**src/rtl/link_arb_pkg.sv**
```systemverilog
// Shared types and constants for the two-requester MAC tx link arbiter.
package link_arb_pkg;

    localparam int unsigned NUM_REQ     = 2;
    localparam int unsigned FRAME_CNT_W = 32;
    localparam int unsigned DROP_CNT_W  = 16;

    localparam logic REQ_S0 = 1'b0;
    localparam logic REQ_S1 = 1'b1;

    typedef enum logic [1:0] {
        IDLE   = 2'd0,
        ARB    = 2'd1,
        GRANT0 = 2'd2,
        GRANT1 = 2'd3
    } arb_state_t;

    // Saturating add of 0..2 discarded beats to the drop counter
    function automatic logic [DROP_CNT_W-1:0] drop_sat_add(
        input logic [DROP_CNT_W-1:0] cnt,
        input logic [1:0]            inc
    );
        logic [DROP_CNT_W:0] sum;
        sum = {1'b0, cnt} + (DROP_CNT_W+1)'(inc);
        return sum[DROP_CNT_W] ? '1 : sum[DROP_CNT_W-1:0];
    endfunction

endpackage

```
**src/rtl/link_arb_rr_pick.sv**
```systemverilog
// Combinational two-way round-robin winner select: pointer breaks ties only.
module link_arb_rr_pick
    import link_arb_pkg::*;
(
    input  logic [NUM_REQ-1:0] req,
    input  logic               ptr,
    output logic               winner_c
);

    always_comb begin
        winner_c = REQ_S0;
        if (req[REQ_S0] && req[REQ_S1]) begin
            winner_c = ptr;
        end else if (req[REQ_S1]) begin
            winner_c = REQ_S1;
        end
    end

endmodule

```
**src/rtl/link_tx_arbiter.sv**
```systemverilog
// Frame-level arbiter of two beat streams onto one MAC tx link.
// ARB_STRICT_PRIO_EN: requester 0 always wins; otherwise round-robin.
module link_tx_arbiter
    import link_arb_pkg::*;
#(
    parameter int unsigned DATA_WIDTH = 256,
    parameter int unsigned KEEP_WIDTH = 32,
    parameter int unsigned USER_WIDTH = 7
) (
    input  logic                   mac_tx_clk,
    input  logic                   mac_tx_rst_n,

    input  logic                   s0_valid,
    input  logic                   s0_start,
    input  logic                   s0_last,
    output logic                   s0_ready,
    input  logic [DATA_WIDTH-1:0]  s0_data,
    input  logic [KEEP_WIDTH-1:0]  s0_keep,
    input  logic [USER_WIDTH-1:0]  s0_user,

    input  logic                   s1_valid,
    input  logic                   s1_start,
    input  logic                   s1_last,
    output logic                   s1_ready,
    input  logic [DATA_WIDTH-1:0]  s1_data,
    input  logic [KEEP_WIDTH-1:0]  s1_keep,
    input  logic [USER_WIDTH-1:0]  s1_user,

    output logic                   m_valid,
    output logic                   m_start,
    output logic                   m_last,
    input  logic                   m_ready,
    output logic [DATA_WIDTH-1:0]  m_data,
    output logic [KEEP_WIDTH-1:0]  m_keep,
    output logic [USER_WIDTH-1:0]  m_user,

    output logic [FRAME_CNT_W-1:0] frame_cnt0,
    output logic [FRAME_CNT_W-1:0] frame_cnt1,
    output logic [DROP_CNT_W-1:0]  drop_cnt
);

    arb_state_t         state_q;
    arb_state_t         state_d;
    logic [NUM_REQ-1:0] req;
    logic               winner;
    logic               frame_done;
    logic               grant_idx;
    logic               orphan0;
    logic               orphan1;

    assign req       = {s1_valid && s1_start, s0_valid && s0_start};
    assign grant_idx = (state_q == GRANT1);

`ifdef ARB_STRICT_PRIO_EN
    assign winner = req[REQ_S0] ? REQ_S0 : REQ_S1;
`else
    logic ptr_q;

    // Preference moves to the other requester whenever a frame completes
    always_ff @(posedge mac_tx_clk or negedge mac_tx_rst_n) begin
        if (!mac_tx_rst_n) begin
            ptr_q <= REQ_S0;
        end else if (frame_done) begin
            ptr_q <= ~grant_idx;
        end
    end

    link_arb_rr_pick u_rr_pick (
        .req      (req),
        .ptr      (ptr_q),
        .winner_c (winner)
    );
`endif

    always_ff @(posedge mac_tx_clk or negedge mac_tx_rst_n) begin
        if (!mac_tx_rst_n) begin
            state_q <= IDLE;
        end else begin
            state_q <= state_d;
        end
    end

    // Next state and link/ready muxing; the granted stream passes straight through
    always_comb begin
        state_d    = state_q;
        s0_ready   = 1'b0;
        s1_ready   = 1'b0;
        m_valid    = 1'b0;
        m_start    = 1'b0;
        m_last     = 1'b0;
        m_data     = '0;
        m_keep     = '0;
        m_user     = '0;
        frame_done = 1'b0;
        orphan0    = 1'b0;
        orphan1    = 1'b0;

        case (state_q)
            IDLE: begin
                // Mid-frame beats with no owner are swallowed; held off during reset
                orphan0  = s0_valid && !s0_start && mac_tx_rst_n;
                orphan1  = s1_valid && !s1_start && mac_tx_rst_n;
                s0_ready = orphan0;
                s1_ready = orphan1;
                if (|req) begin
                    state_d = ARB;
                end
            end

            ARB: begin
                if (!(|req)) begin
                    state_d = IDLE;
                end else if (winner == REQ_S1) begin
                    state_d = GRANT1;
                end else begin
                    state_d = GRANT0;
                end
            end

            GRANT0: begin
                m_valid  = s0_valid;
                m_start  = s0_start;
                m_last   = s0_last;
                m_data   = s0_data;
                m_keep   = s0_keep;
                m_user   = s0_user;
                s0_ready = m_ready;
                if (s0_valid && m_ready && s0_last) begin
                    frame_done = 1'b1;
                    state_d    = IDLE;
                end
            end

            GRANT1: begin
                m_valid  = s1_valid;
                m_start  = s1_start;
                m_last   = s1_last;
                m_data   = s1_data;
                m_keep   = s1_keep;
                m_user   = s1_user;
                s1_ready = m_ready;
                if (s1_valid && m_ready && s1_last) begin
                    frame_done = 1'b1;
                    state_d    = IDLE;
                end
            end

            default: begin
                state_d = IDLE;
            end
        endcase
    end

    // Per-requester frame counters wrap; the drop counter saturates
    always_ff @(posedge mac_tx_clk or negedge mac_tx_rst_n) begin
        if (!mac_tx_rst_n) begin
            frame_cnt0 <= '0;
            frame_cnt1 <= '0;
            drop_cnt   <= '0;
        end else begin
            if (frame_done && !grant_idx) begin
                frame_cnt0 <= frame_cnt0 + FRAME_CNT_W'(1);
            end
            if (frame_done && grant_idx) begin
                frame_cnt1 <= frame_cnt1 + FRAME_CNT_W'(1);
            end
            if (orphan0 || orphan1) begin
                drop_cnt <= drop_sat_add(drop_cnt, {1'b0, orphan0} + {1'b0, orphan1});
            end
        end
    end

endmodule

```
**config.mk**
```make
export PLATFORM = sky130hd
export DESIGN_NAME = link_tx_arbiter
export DESIGN_NICKNAME = d
export VERILOG_FILES = /design/src/rtl/link_arb_pkg.sv /design/src/rtl/link_arb_rr_pick.sv /design/src/rtl/link_tx_arbiter.sv
export SDC_FILE = /design/constraint.sdc
export NUM_CORES = 1
export LEC_CHECK = 0
export ABC_CLOCK_PERIOD_IN_PS = 4600
export CELL_PAD_IN_SITES_DETAIL_PLACEMENT = 1
export CELL_PAD_IN_SITES_GLOBAL_PLACEMENT = 1
export CORE_AREA = 2 2 381 383
export CTS_BUF_LIST = sky130_fd_sc_hd__clkbuf_4 sky130_fd_sc_hd__clkbuf_8
export CTS_CLUSTER_DIAMETER = 40
export DETAILED_ROUTE_END_ITERATION = 12
export DIE_AREA = 0 0 383 385
export GPL_TIMING_DRIVEN = 0
export PLACE_DENSITY_LB_ADDON = 0.1
export RECOVER_POWER = 50
export SYNTH_ARGS = -nofsm -noshare
export SYNTH_HDL_FRONTEND = slang
export SYNTH_SLANG_ARGS = --single-unit
```
**constraint.sdc**
```tcl
create_clock -name mac_tx_clk -period 4.6 [get_ports mac_tx_clk]
set_input_delay 0.69 -clock mac_tx_clk [delete_from_list [all_inputs] [get_ports mac_tx_clk]]
set_output_delay 0.69 -clock mac_tx_clk [all_outputs]
set_load 0.005 [all_outputs]
```
**Word-level counts from Yosys, hierarchy flattened**

Cells that the tools add are included.

- Register bits: 83
- Bits in latches: 0
- RAM bits: 0
- Bits in read-only memories: 0
- Input bits: 599
- Output and inout bits: 380
- Logic and storage cells: 58
- Memories: 0

- Add/sub/neg operators: 4
- $mul: 0
- Div/mod/pow operators: 0
- $lt $le $gt $ge: 0
- Equal/unequal tests: 6
- Shift operators: 0
- Mux-type cells: 22
- Bitwise operators: 1
- Reduce and logical (&&, ||, !) cells: 20

Operators by type and width:

| operator | number |
|---|---|
| $pmux 256 s2 | 1 |
| $add 32x1->32 const B | 2 |
| $pmux 32 s2 | 1 |
| $add 16x2->17 | 1 |
| $mux 16 | 1 |
| $pmux 7 s2 | 1 |
| $logic_and 1x1->1 | 13 |
| $pmux 1 s2 | 6 |
| $mux 2 | 4 |
| $pmux 2 s4 | 1 |
| $mux 1 | 7 |
| $eq 2x2->1 const B | 2 |
| $ne 2x2->1 const B | 2 |
| $logic_not 1->1 | 3 |
| $reduce_and 3->1 | 1 |
| $add 1x1->2 | 1 |
| $eq 2x1->1 const B | 1 |
| $logic_not 2->1 | 1 |
| $ne 2x1->1 const B | 1 |
| $reduce_or 2->1 | 1 |
| $logic_or 1x1->1 | 1 |
| $not 1->1 | 1 |

**Depth between registers and ports, before layout**

- Word-level depth: 7
- Gate-level depth with buffers: 12
- Mapped depth without buffers: 11

**Modules after synthesis**

Synthesis repeated with hierarchy kept, for this count alone.

- Cell total of the unflattened synthesis: 769
- Area, all modules: 7094.3 µm²

Modules (own cells, without submodules):

| module | times used | cells an instance | area an instance (µm²) | sequential area each (µm²) |
|---|---|---|---|---|
| link_tx_arbiter | 1 | 767 | 7083.0 | 2077.0 |
| link_arb_rr_pick | 1 | 2 | 11.3 | 0.0 |

**Worst setup path before layout**

No wires, ideal clock.

- Kind: input -> register
- From: input port s0_valid
- To: register drop_cnt[8]
- Library setup time: 0.069 ns
- Data arrival time: 2.685 ns
- Required time: 4.531 ns
- Slack: 1.846 ns
- Stages: 10
- Path buffers: 1
- Path through: buf_4 > nor2b_1 > nand2_1 > fa_1 > inv_1 > ha_1 > nand3_1 > a2111o_1 > or4_1 > nand3_1

- Longest elaborated chain between the ends: 6
- Elaborated cells on any way between the ends: 7
- Those cells by class: add/sub (2); mux (2); reduce/logical (3)

RTL lines:

| element | line | source |
|---|---|---|
| start: declaration | link_tx_arbiter.sv:13 | `input logic s0_valid,` |
| $logic_and 1x1->1 (*) (2 in series) | link_tx_arbiter.sv:101 | `orphan0 = s0_valid && !s0_start && mac_tx_rst_n;` |
| $mux 1 (*) | link_tx_arbiter.sv:98 | `case (state_q)` |
| $add 1x1->2 | link_tx_arbiter.sv:168 | `drop_cnt <= drop_sat_add(drop_cnt, {1'b0, orphan0} + {1'b0, orphan1});` |
| $add 16x2->17 | link_arb_pkg.sv:24 | `sum = {1'b0, cnt} + (DROP_CNT_W+1)'(inc);` |
| $mux 16 | link_arb_pkg.sv:25 | `return sum[DROP_CNT_W] ? '1 : sum[DROP_CNT_W-1:0];` |
| end signal: assignment | link_tx_arbiter.sv:168 |  |
| end: declaration | link_tx_arbiter.sv:39 | `output logic [DROP_CNT_W-1:0] drop_cnt` |

Mark *: on every way between the ends. The rest lies on a longest branch, timed or not.
A chain may end at the register's enable or synchronous reset.

**Final worst setup path**

- From: register state_q[0]
- To: output port m_data[144]

- Longest elaborated chain between the ends: 2
- Elaborated cells on any way between the ends: 3
- Those cells by class: eq/ne (2); mux (1)

RTL lines:

| element | line | source |
|---|---|---|
| start: declaration | link_tx_arbiter.sv:42 | `arb_state_t state_q;` |
| start signal: assignment | link_tx_arbiter.sv:79 | `state_q <= state_d;` |
| $eq 2x2->1 | link_tx_arbiter.sv:98 |  |
| $pmux 256 s2 (*) | link_tx_arbiter.sv:98 |  |
| end: declaration | link_tx_arbiter.sv:33 | `output logic [DATA_WIDTH-1:0] m_data,` |

Marked as above.

==> impl_metrics.env <==
export IMPL_run_status="complete, no violations"
export IMPL_comb_power_share=0.708
export IMPL_antenna_found_initial=188
export IMPL_post_route_cells_drive_above_1_share=0.0193
export IMPL_seq_power_share=0.164
export IMPL_cp_end_kind="output pin"
export IMPL_start_kind="register"
export IMPL_worstPathArrival_ns=3.68
export IMPL_setup_total_negative_slack_ns=0
export IMPL_cap_viol_max_count=0
export IMPL_average_vias_per_placed_instance=3.28
export IMPL_detailedRoute_firstIterationViolations=665
export IMPL_hold_class="in2async"
export IMPL_max_clock_path_buffers=2
export IMPL_clock_latency_reported_for_the_late_side_of_the_worst_skew_pair_ns=0.43
export IMPL_num_vias=12100
export IMPL_initial_core_util=0.0490
export IMPL_finalMaxSlewViolations=0
export IMPL_tritoncts_num_buffers=9
export IMPL_fin_crit_sh=0.950
export IMPL_synth_seq_cells=83
export IMPL_floorplan_die_area_um2=147000
export IMPL_fin_hold_ws_ns=0.237
export IMPL_synth_largest_area_cell="a22o_1"
export IMPL_internal_power_w=0.00288
export IMPL_first_global_vias=12500
export IMPL_placement_rows=139
export IMPL_cts_sinks=83
export IMPL_cts_tree="done"
export IMPL_path_class="reg2out"
export IMPL_post_cts_setup_repair_bufs=0
export IMPL_port_buffers=977
export IMPL_most_numerous_cell_types_in_the_synthesized_netlist="a22o_1 (299), dfrtp_1 (83), clkbuf_1 (70)"
export IMPL_finish_cell_count_without_fillers=3684
export IMPL_timing_fmax_mhz=229
export IMPL_max_slew_worst_pin_slew_ns=1.15
export IMPL_number_of_iterations_in_the_first_detailed_routing_pass=4
export IMPL_synth_cell_area_um2=7020
export IMPL_number_of_enable_flip_flop_cells_after_synthesis=0
export IMPL_yosysWarningCount=0
export IMPL_relSlewSlack=0.227
export IMPL_synth_yosys_seq_area_share=0.296
export IMPL_design_portCount=979
export IMPL_final_core_util=0.136
export IMPL_cts_root_buf="clkbuf_8"
export IMPL_synth_top_flop_cell="dfrtp_1"
export IMPL_ff2ff_path_depth=12
export IMPL_cellPowerDensity_nw_per_um2=253
export IMPL_dp_hpwl_mm=121
export IMPL_ys_types=43
export IMPL_post_drt_wl_per_cell_um=36.1
export IMPL_crit_required_ns=3.91
export IMPL_sw_frac_of_total=0.417
export IMPL_syn_num_nets=1373
export IMPL_worst_ir_drop_vdd_mv=0.0894
export IMPL_synth_top_cells_by_area="a22o_1 (37%), dfrtp_1 (30%), xnor2_1 (5.9%)"
export IMPL_hold_viol=0
export IMPL_synth_async_reset_ratio=1.00
export IMPL_timing_final_setup_violations=0
export IMPL_total_leakage_power_nw=7.06
export IMPL_placed_cells_incl_taps=3647
export IMPL_grt_overflow_total=0
export IMPL_wire_length_of_the_first_global_routing_pass_mm=160
export IMPL_clk_pin_slew_worst_paths_ns=0.12
export IMPL_fin_skew_ns=0.0274
export IMPL_place_gp_congestion=0.887
export IMPL_gr_usage_all_layers=0.172
export IMPL_syn_inst=766
export IMPL_clock_tree_htree_level_count=3
export IMPL_crit_path_max_fanout=10
export IMPL_grt_max_degree=55
export IMPL_final_period_minus_worst_setup_slack_ns=4.37
export IMPL_rsz0062_at_grt="false"
export IMPL_core_region_area_um2=143000
export IMPL_netSwitchingPower_w=0.00205
export IMPL_drtAntennaViolNets=0
export IMPL_routed_wirelength_mm=133
export IMPL_synthToLayoutAreaGrowth_pct=177
export IMPL_nets=2362
export IMPL_postSynthAreaPerCell_um2=9.16
export IMPL_die_x_um=383
export IMPL_floorplan_die_height_um=385
export IMPL_synth_top_cell_area_share=0.373
export IMPL_clock_power_share=0.128
export IMPL_drc=0
export IMPL_post_synth_top_count_cell="a22o_1"
power groups by stage:
| stage | combinational, W | sequential (W) | clock [W] |
|---|---|---|---|
| 3_3_place_gp | 0.00359 | 0.000825 | 0 |
| 4_1_cts | 0.00361 | 0.000812 | 0.000685 |
| 3_5_place_dp | 0.00356 | 0.000826 | 0 |
| 5_1_grt | 0.00372 | 0.000817 | 0.000699 |
| 6_report | 0.00349 | 0.000808 | 0.000630 |
| 2_1_floorplan | 0.000985 | 0.000813 | 0 |
registers in the layout (all words and copies together), names as in the netlist:
register    cells
ptr_q           1
drop_cnt       16
frame_cnt1     32
frame_cnt0     32
state_q         2
critical path, cell delays in order, from the launching register on:
cell	delay [ns]
dfrtp_1	0.42
inv_1	0.11
ha_1	0.15
buf_2	0.34
buf_1	0.68
clkbuf_1	0.67
a22o_1	0.31
clkdlybuf4s50_1	0.54
kinds of logic after synthesis:
logic type	synth area share
and+or+nand+nor	0.139
muxes	0.00784
buffers and inverters	0.0531
adders and majority gates	0.0153
AOI/OAI and AO/OA	0.405
DFF	0.296
xor gates and xnor gates	0.0836
path summary, 6_finish.rpt:
kind                                 from        endpoint  slack [ns]
setup / recovery               state_q[0]     m_data[144]        0.23
hold / removal               mac_tx_rst_n  frame_cnt0[30]        0.24
setup reg to reg               state_q[0]    drop_cnt[13]        0.97
hold reg to reg            frame_cnt1[31]  frame_cnt1[31]        0.47
max in group asynchronous    mac_tx_rst_n  frame_cnt1[13]        3.65
min in group mac_tx_clk    frame_cnt1[31]  frame_cnt1[31]        0.47
placed cells by master (no fill, tap or decap), drive strengths merged, types with 2 or more instances in the layout:
| cell type | count |
|---|---|
| and2 | 6 |
| clkbuf | 84 |
| nor2b | 2 |
| nand4 | 35 |
| clkdlybuf4s50 | 871 |
| and3 | 11 |
| nand2 | 37 |
| buf | 8 |
| nand4b | 2 |
| ha | 7 |
| dfrtp | 83 |
| xor2 | 20 |
| nand2b | 3 |
| dlygate4sd3 | 105 |
| nor3 | 18 |
| a21oi | 11 |
| clkinvlp | 2 |
| nand3 | 25 |
| xnor2 | 47 |
| nor2 | 14 |
| a22oi | 2 |
| diode | 22 |
| a211oi | 2 |
| and4 | 7 |
| a31oi | 3 |
| nand3b | 2 |
| or3 | 3 |
| a2111oi | 3 |
| mux2 | 4 |
| or4 | 3 |
| a22o | 299 |
| nor4 | 10 |
| inv | 16 |
| o31ai | 2 |
per-stage QoR:
step	power (W)	cell area [um^2]	setup slack (ns)
2_1_floorplan	0.00180	7020	1.85
3_3_place_gp	0.00442	19200	-2.93
3_5_place_dp	0.00439	19200	0.108
4_1_cts	0.00510	19400	0.0198
5_1_grt	0.00524	19400	0.00858
6_report	0.00493	19500	0.228
timing repair:
item / in CTS / in global routing
cloned: 0 / 0
hold buffers: 0 / 0
endpoints found under the hold margin: 0 / 0
setup endpoints to repair: 46 / 1
pin swaps: 0 / 0
resized for setup: 6 / 6
cell type report:
type                    instances  area (um^2)
well taps                    1903         2380
multi-input cells             587         4550
fillers                     16700       124000
clock inverters                 4         50.0
clock buffers                  11          151
plain buffers                  80          323
diodes                         22         55.1
inverters                      16         60.1
flip-flops and latches         83         2080
repair buffers                978         9800
routing by layer:
layer / part of all wire / vias up / routed length [um] / GRT usage
li1: - / 5081 / - / -
met5: 0.0040 / - / 530 / 0
met4: 0.016 / 92 / 2120 / 0.0158
met1: 0.36 / 5790 / 48100 / 0.185
met2: 0.49 / 798 / 65300 / 0.305
met3: 0.13 / 305 / 16800 / 0.0925
(Power assumes the default switching activity.)
